[config.mk]
export PLATFORM = sky130hd
export DESIGN_NAME = stream_demux_1ton
export DESIGN_NICKNAME = d
export VERILOG_FILES = /design/src/rtl/stream_demux_pkg.sv /design/src/rtl/demux_lane_gate.sv /design/src/rtl/stream_demux_1ton.sv
export SDC_FILE = /design/constraint.sdc
export NUM_CORES = 1
export LEC_CHECK = 0
export ABC_CLOCK_PERIOD_IN_PS = 2300
export CORE_MARGIN = 2
export CORE_UTILIZATION = 35
export CTS_CLUSTER_SIZE = 12
export DETAILED_ROUTE_END_ITERATION = 6
export GPL_ROUTABILITY_DRIVEN = 0
export PLACE_DENSITY = 0.81
export REMOVE_ABC_BUFFERS = 1
export SYNTH_ARGS = -nofsm -noshare
export SYNTH_HDL_FRONTEND = slang
export SYNTH_SLANG_ARGS = --single-unit
[constraint.sdc]
create_clock -name clk -period 2.3 [get_ports clk]
set_clock_uncertainty 0.1 [all_clocks]
set_input_delay 0.23 -clock clk [delete_from_list [all_inputs] [get_ports clk]]
set_output_delay 0.23 -clock clk [all_outputs]
set_load 0.02 [all_outputs]
[src/rtl/stream_demux_pkg.sv]
// Shared types and constants for the registered 1-to-N stream demultiplexer.
package stream_demux_pkg;

  typedef enum logic [1:0] {
    IDLE = 2'd0,
    PASS = 2'd1,
    DROP = 2'd2
  } state_t;

  localparam int CNT_W = 16;

endpackage

[src/rtl/demux_lane_gate.sv]
// Expands one registered beat (valid/dest/data/last) into N zero-gated output lanes.
module demux_lane_gate #(
  parameter int N  = 8,
  parameter int W  = 8,
  parameter int SW = $clog2(N)
) (
  input  logic          vld,
  input  logic [SW-1:0] dest,
  input  logic [W-1:0]  data,
  input  logic          last,
  output logic [N*W-1:0] lane_data,
  output logic [N-1:0]   lane_valid,
  output logic [N-1:0]   lane_last
);

  always_comb begin
    lane_data  = '0;
    lane_valid = '0;
    lane_last  = '0;
    for (int unsigned i = 0; i < N; i++) begin
      if (vld && dest == SW'(i)) begin
        lane_valid[i]       = 1'b1;
        lane_last[i]        = last;
        lane_data[i*W +: W] = data;
      end
    end
  end

endmodule

[src/rtl/stream_demux_1ton.sv]
// Registered 1-to-N packet demux with valid/ready handshake and per-packet destination lock.
// Optional per-channel packet / dropped-packet counters when STREAM_DEMUX_CNT_EN is defined.
module stream_demux_1ton
  import stream_demux_pkg::*;
#(
  parameter  int N  = 8,
  parameter  int W  = 8,
  localparam int SW = $clog2(N)
) (
  input  logic           clk,
  input  logic           rst,
  input  logic [W-1:0]   s_data,
  input  logic           s_valid,
  input  logic           s_last,
  output logic           s_ready,
  input  logic [SW-1:0]  sel,
  output logic [N*W-1:0] m_data,
  output logic [N-1:0]   m_valid,
  output logic [N-1:0]   m_last,
  input  logic [N-1:0]   m_ready,
  output logic           err
`ifdef STREAM_DEMUX_CNT_EN
  ,
  output logic [N*CNT_W-1:0] cnt_pkt,
  output logic [CNT_W-1:0]   cnt_drop
`endif
);

  state_t        state;
  logic [SW-1:0] dest;
  logic          out_vld;
  logic [SW-1:0] out_dest;
  logic [W-1:0]  out_data;
  logic          out_last;

  logic          dest_ready;
  logic          s_xfer;
  logic          drain;
  logic          sel_ok;

  // Only the held beat's own channel can free the register; other m_ready bits are ignored.
  always_comb begin
    dest_ready = 1'b0;
    for (int unsigned i = 0; i < N; i++) begin
      if (out_dest == SW'(i)) dest_ready = m_ready[i];
    end
  end

  assign s_ready = !out_vld || dest_ready;
  assign s_xfer  = s_valid && s_ready;
  assign drain   = out_vld && dest_ready;
  assign sel_ok  = 32'(sel) < 32'(N);

  always_ff @(posedge clk) begin
    if (rst) begin
      state    <= IDLE;
      dest     <= '0;
      out_vld  <= 1'b0;
      out_dest <= '0;
      out_data <= '0;
      out_last <= 1'b0;
      err      <= 1'b0;
    end else begin
      err <= 1'b0;
      if (s_xfer) begin
        out_data <= s_data;
        out_last <= s_last;
        case (state)
          IDLE: begin
            if (sel_ok) begin
              dest     <= sel;
              out_dest <= sel;
              out_vld  <= 1'b1;
              state    <= s_last ? IDLE : PASS;
            end else begin
              err     <= 1'b1;
              out_vld <= 1'b0;
              state   <= s_last ? IDLE : DROP;
            end
          end
          PASS: begin
            out_dest <= dest;
            out_vld  <= 1'b1;
            if (s_last) state <= IDLE;
          end
          DROP: begin
            out_vld <= 1'b0;
            if (s_last) state <= IDLE;
          end
          default: begin
            out_vld <= 1'b0;
            state   <= IDLE;
          end
        endcase
      end else if (drain) begin
        out_vld <= 1'b0;
      end
    end
  end

  demux_lane_gate #(
    .N (N),
    .W (W),
    .SW(SW)
  ) u_lane_gate (
    .vld       (out_vld),
    .dest      (out_dest),
    .data      (out_data),
    .last      (out_last),
    .lane_data (m_data),
    .lane_valid(m_valid),
    .lane_last (m_last)
  );

`ifdef STREAM_DEMUX_CNT_EN
  always_ff @(posedge clk) begin
    if (rst) begin
      cnt_pkt  <= '0;
      cnt_drop <= '0;
    end else begin
      if (s_xfer && state == IDLE && !sel_ok) cnt_drop <= cnt_drop + CNT_W'(1);
      for (int unsigned i = 0; i < N; i++) begin
        if (drain && out_last && out_dest == SW'(i))
          cnt_pkt[i*CNT_W +: CNT_W] <= cnt_pkt[i*CNT_W +: CNT_W] + CNT_W'(1);
      end
    end
  end
`endif

endmodule

==> results of run 1 <==
==> worst max-delay path, stage by stage (launching register included) <==
cell             delay (ns)
dfxtp_2                0.37
nand2b_1               0.21
nor3_1                 0.15
buf_4                  0.19
and2_1                 0.13
clkdlybuf4s50_1        0.60
==> stage by stage <==
stage                     worst slack (ns)  hold WS (ns)  setup TNS [ns]  cell area [sq um]
after floorplan                  -0.008131        0.1991       -0.008131               1404
after CTS                         0.003238        0.3767               0               2658
after global routing            -0.0002347        0.4051      -0.0002347               2773
after global placement            -0.04638        0.3616        -0.04638               2610
final                              0.07409        0.3723               0               2773
after detailed placement          -0.05519        0.3664        -0.05992               2610
==> metal layers <==
layer	global-route usage	vias to the layer above	wire length [microns]
li1	-	820	-
met1	0.2253	679	1926
met2	0.3173	59	2204
met3	0.03289	6	351
met4	0.05250	0	57
met5	0	-	0
==> cells by family after synthesis <==
group	count (synthesis)	share of synthesized area
simple gates	122	0.4983
compound gates	10	0.06970
mux	21	0.1506
other cells	1	0.002579
buf+inv	12	0.04474
flops	17	0.2341
==> power breakdown <==
group | switching [mW] | leakage (nW) | total (mW) | internal (mW)
Combinational | 0.0969 | 1.73 | 0.229 | 0.132
Sequential | 0.0417 | 0.141 | 0.362 | 0.320
Clock | 0.0943 | 0.0228 | 0.217 | 0.123
==> how the worst min path moves through the flow <==
stage                 start      end  depth (start not counted)
floorplan               rst  out_vld                          1
global placement    dest[1]  dest[1]                          2
detailed placement  dest[2]  dest[2]                          2
CTS                 dest[2]  dest[2]                          2
global route        dest[1]  dest[1]                          2
finish              dest[1]  dest[1]                          2
==> cell usage in the layout, fill, tap and decap left out, drive strengths merged, types with 2 or more instances in the layout <==
cell type and count:
inv 4, dfxtp 17, nand2b 25, nor3 2
nor2b 3, mux2i 17, nor2 12, nor3b 2
nand2 4, and2 72, dlymetal6s2s 45, buf 15
a211oi 2, clkbuf 4, mux2 4, clkdlybuf4s50 57
==> flip-flops by register name, summed over array words and instances, names as in the netlist <==
| name | cells |
|---|---|
| state | 1 |
| out_dest | 3 |
| out_last | 1 |
| out_data | 8 |
| dest | 3 |
| out_vld | 1 |
==> what timing repair did <==
item,CTS,global route
gates resized for setup,4,47
pin swaps,0,1
endpoints found under the setup margin,51,55
==> layout make-up <==
cell class | count | area (sq um)
Clock buffer | 4 | 45.04
Fill cell | 348 | 1227
Inverter | 4 | 15.01
Multi-Input combinational cell | 154 | 1051
Sequential cell | 17 | 344.1
Tap cell | 50 | 62.56
Timing Repair Buffer | 118 | 1255
==> metrics.md, run 1 <==
| Metric | Value |
|---|---|
| Syn Inst Count | 183 |
| Ys flop type | dfxtp_1 |
| Startpoint types | register |
| Finished Core Util | 0.6932 |
| DIE AREA | 4685 sq um |
| Tcrit/Tclk final | 0.9678 |
| Commonest cells post-synth | 72 x and2_1, 25 x nand2b_1, 17 x dfxtp_1, 17 x mux2i_1, 12 x nor2_1 |
| FMAX | 449.3 MHz |
| Total design power | 0.8080 mW |
| Clock latency on the worst-skew pair | about 0.25 ns |
| Synth async-reset ratio | 0 |
| H-tree depth | 1 |
| Most frequent cell after synthesis | and2_1 |
| Area leader, netlist | and2_1 |
| Synth Area per Inst | 7.945 sq um |
| Root buf cell | clkbuf_8 |
| Number of global-route vias before repair | 1,330 |
| Antenna cells | 0 |
| DR vias/cell | roughly 4.5 |
| Fin cells | around 350 |
| R2R depth | 6 |
| Worst r2r src | out_dest[1] |
| DRT Wirelength | 4.539 mm |
| Share of layout cells above drive strength 1 | 0.09428 |
| Worst VDD drop | 0.3960 mV |
| Synth top area share | 0.3098 |
| 1st-iter DRT viols | 42 |
| Post-route ant nets | 0 |
| Crit path from | out_dest[1] |
| Reg-to-reg endpoint | out_data[2] |
| Clock net sink count | 17 |
| Top post-synthesis cells by area | and2_1 31%, dfxtp_1 23%, mux2i_1 12%, nand2b_1 11%, nor2_1 3.1% |
| Final setup fails | 0 |
| GRT Total Usage | 0.1817 |
| DIE HEIGHT | between 60 and 70 microns |
| CTS Buffer Depth | 2 |
| Sequential-to-total area share from yosys stat | 0.2341 |
| Post-CTS Setup Bufs | 0 |
| Crit-path max FO | 10 |
| Pin count of the biggest net entering global routing | 34 |
| Final slew viol count | 0 |
| CTS tree | built |
| DRC | 0 |
| Vias | 1,564 |
| Minimum clock period | 2.226 ns |
| Num CTS Buffers | 3 |
| DR WL/cell | 13.08 microns |
| Initial core utilization | 0.3635 |
| Post-synth EDFFs | 0 |
| HPWL after detailed placement | 3.510 mm |
| Hold Path Class | reg2reg |
| Number of max-cap violations | 0 |
| Crit end category | output port |
| Aggregate global routing overflow | 0 |
| Internal reg-to-reg setup slack | between 0.2 and 0.3 ns |
| Placed instance count | 343 |
| Unique cell type count in the Yosys netlist | 28 |
| Nets | 321 |
| Core area | 4000 sq um |
| Worst Setup EP | m_data[5] |
| First-pass iteration count of the detailed router | 4 |
| Outcome | completed |
| I/O pins | roughly 110 |
| Critical Path RT | 1.97 ns |
| Hold buffers post-CTS | 0 |
| Area Growth Syn to Fin | 90.71% |
| Die X | just under 70 microns |
| Seq cells post-synth | 17 |
| Synthesis Warnings | 0 |
| Endpoints failing hold | 0 |
| CP arrival | approximately 1.9 ns |
| Port bufs | 103 |
| Synth Cell Area | 1454 sq um |
| Leakage | 1.896 nW |
| P per Cell Area | 291.4 nW/um^2 |
| Critical path type | reg2out |
| Clock-pin slew on the worst setup and hold paths | 0.06 ns |
| Initial antenna violation count | 0 |
| # rows | 23 |
| First-pass GRT wire length | 6.499 mm |
(Power assumes the default switching activity.)
==> inputs of run 2 (changes only) <==
--- a/config.mk
+++ b/config.mk
@@ -12,7 +12,9 @@
 export DETAILED_ROUTE_END_ITERATION = 6
 export GPL_ROUTABILITY_DRIVEN = 0
 export PLACE_DENSITY = 0.81
+export RECOVER_POWER = 100
 export REMOVE_ABC_BUFFERS = 1
+export SETUP_SLACK_MARGIN = 0.02
 export SYNTH_ARGS = -nofsm -noshare
 export SYNTH_HDL_FRONTEND = slang
 export SYNTH_SLANG_ARGS = --single-unit
==> metrics.md, run 2 (synthesized netlist as in run 1, its figures left out) <==
| Metric | Value |
|---|---|
| DR vias/cell | 4.519 |
| First-pass iteration count of the detailed router | 4 |
| FMAX | 458.0 MHz |
| GRT Total Usage | 0.1820 |
| Clock net sink count | 17 |
| Outcome | completed |
| Largest register FFs | 8 |
| DRC | 0 |
| Biggest register | out_data |
| CTS Buffer Depth | 2 |
| Seq pwr share | 0.456 |
| Nets | 321 |
| Logic pwr share | 0.270 |
| Fillers | between 400 and 500 |
| RSZ-0062 raised after global routing | false |
| DIE AREA | 4685 sq um |
| DR WL/cell | 13.18 microns |
| # rows | 23 |
| Post-Place Setup Slack | -0.05519 ns |
| Hold Path Depth | 2 |
| Final slew viol count | 0 |
| Fin cells | roughly 350 |
| Post-route ant nets | 0 |
| Initial antenna violation count | 0 |
| Startpoint types | register |
| Hold buffers post-CTS | 0 |
| Number of global-route vias before repair | approximately 1,300 |
| Placed instance count | 343 |
| Die X | 68.45 microns |
| Vias | 1,568 |
| Root buf cell | clkbuf_8 |
| CP arrival | 1.85 ns |
| Final Worst Setup Slack | between 0.1 and 0.15 ns |
| Num CTS Buffers | 3 |
| Largest regs | out_data x8, dest x3, out_dest x3 |
| H-tree depth | 1 |
| Crit end category | output port |
| Clock power share | 0.274 |
| Area Growth Syn to Fin | 62.74% |
| Switching part of the total | 0.2935 |
| Slowest Stage Delay on Critical Path | 0.61 ns |
| Clock latency on the worst-skew pair | approximately 0.25 ns |
| I/O pins | between 100 and 150 |
| Crit path max-delay family | buffers and inverters |
| Core area | 4000 sq um |
| Crit-path max FO | 10 |
| P per Cell Area | about 330 nW/um^2 |
| 1st-iter DRT viols | 34 |
| Share of layout cells above drive strength 1 | 0.08081 |
| Final instance area | 2366 sq um |
| First-pass GRT wire length | 6.506 mm |
| Critical path type | reg2out |
| Endpoints failing hold | 0 |
| CTS tree | built |
| Port bufs | 103 |
| Initial core utilization | 0.3635 |
| Clock-pin slew on the worst setup and hold paths | ~0.06 ns |
| Final setup fails | 0 |
| Leakage | ~0.99 nW |
| Setup_tns | 0 ns |
| Worst VDD drop | between 0.3 and 0.4 mV |
| Crit-path slowest cell | clkdlybuf4s50_1 |
| DIE HEIGHT | 68.45 microns |
| Critical Path RT | 1.97 ns |
| Aggregate global routing overflow | 0 |
| Pin count of the biggest net entering global routing | 34 |
| Tcrit/Tclk final | 0.9494 |
| Hold Path Class | reg2reg |
| Int Pwr | 0.5598 mW |
| Psw | 0.2326 mW |
| R2R depth | 6 |
| DRT Wirelength | 4.573 mm |
| Instance count on the critical path | 5 |
| DP Area | approximately 2600 sq um |
| Commonest cells after routing, fill and taps aside | 63 x and2_1, 48 x clkdlybuf4s50_1, 47 x clkbuf_1 |
| Worst-path cell chain | nand2b_1, nor2_1, buf_4, and2_0, clkdlybuf4s50_1 |
| HPWL after detailed placement | 3.510 mm |
| Antenna cells | 0 |
| Crit path buffers/inverters | 2 |
| Total design power | 0.7924 mW |
| Commonest non-fill, non-tap cell in the layout | and2_1 |
| Minimum clock period | around 2.2 ns |
| Number of max-cap violations | 0 |
==> run 2: cell type report <==
cell class / count / area [sq um] / share of cell area
multi-input combinational: 154 / 1049 / 0.4432
timing repair buffer: 118 / 850.8 / 0.3596
clock buffer: 4 / 45.04 / 0.01904
sequential: 17 / 344.1 / 0.1454
tap: 50 / 62.56 / 0.02644
inverter: 4 / 15.01 / 0.006346
==> run 2: layer usage <==
metal / GRT usage / vias to the layer above / share of wire
li1: - / 822 / -
met1: 0.2253 / 679 / 0.43
met2: 0.3185 / 61 / 0.47
met3: 0.03289 / 6 / 0.080
met4: 0.05250 / 0 / 0.012
met5: 0 / - / 0
==> run 2: worst paths after layout <==
kind | startpoint | to | slack (ns)
hold reg to reg | dest[1] | dest[1] | 0.37
setup / recovery | out_dest[1] | m_data[45] | 0.12
hold / removal | dest[1] | dest[1] | 0.37
setup reg to reg | out_dest[1] | out_data[2] | 0.24
==> run 2: power groups by stage <==
stage	registers (mW)	clock network, mW	logic, mW
final	0.362	0.217	0.214
after global routing	0.368	0.235	0.234
after CTS	0.361	0.223	0.232
after detailed placement	0.367	0	0.233
after global placement	0.366	0	0.230
after floorplan	0.351	0	0.122
==> run 2: tightest hold or removal path, cell delays in order, from the launching register on <==
cell      delay (ns)
dfxtp_1         0.31
nand2b_1        0.06
mux2i_1         0.05
==> run 2: what timing repair did <==
action                     4_1_cts  5_1_grt
resized for setup               11       45
pin swaps                        0        1
gates cloned                     0        0
setup buffers                    0        0
setup endpoints to repair       51       60
==> run 2: metrics by stage <==
step	hold WS [ns]	utilization
floorplan	0.1991	-
global placement	0.3616	0.6525
detailed placement	0.3664	0.6525
CTS	0.3767	0.6622
global route	0.4051	0.5915
finish	0.3723	0.5915
==> inputs of run 3 (changes only) <==
--- a/config.mk
+++ b/config.mk
@@ -8,7 +8,7 @@
 export ABC_CLOCK_PERIOD_IN_PS = 2300
 export CORE_MARGIN = 2
 export CORE_UTILIZATION = 35
-export CTS_CLUSTER_SIZE = 12
+export CTS_CLUSTER_SIZE = 14
 export DETAILED_ROUTE_END_ITERATION = 6
 export GPL_ROUTABILITY_DRIVEN = 0
 export PLACE_DENSITY = 0.81
==> results of run 3 <==
No change in the layout: final DEF, timing and power equal those of run 2.
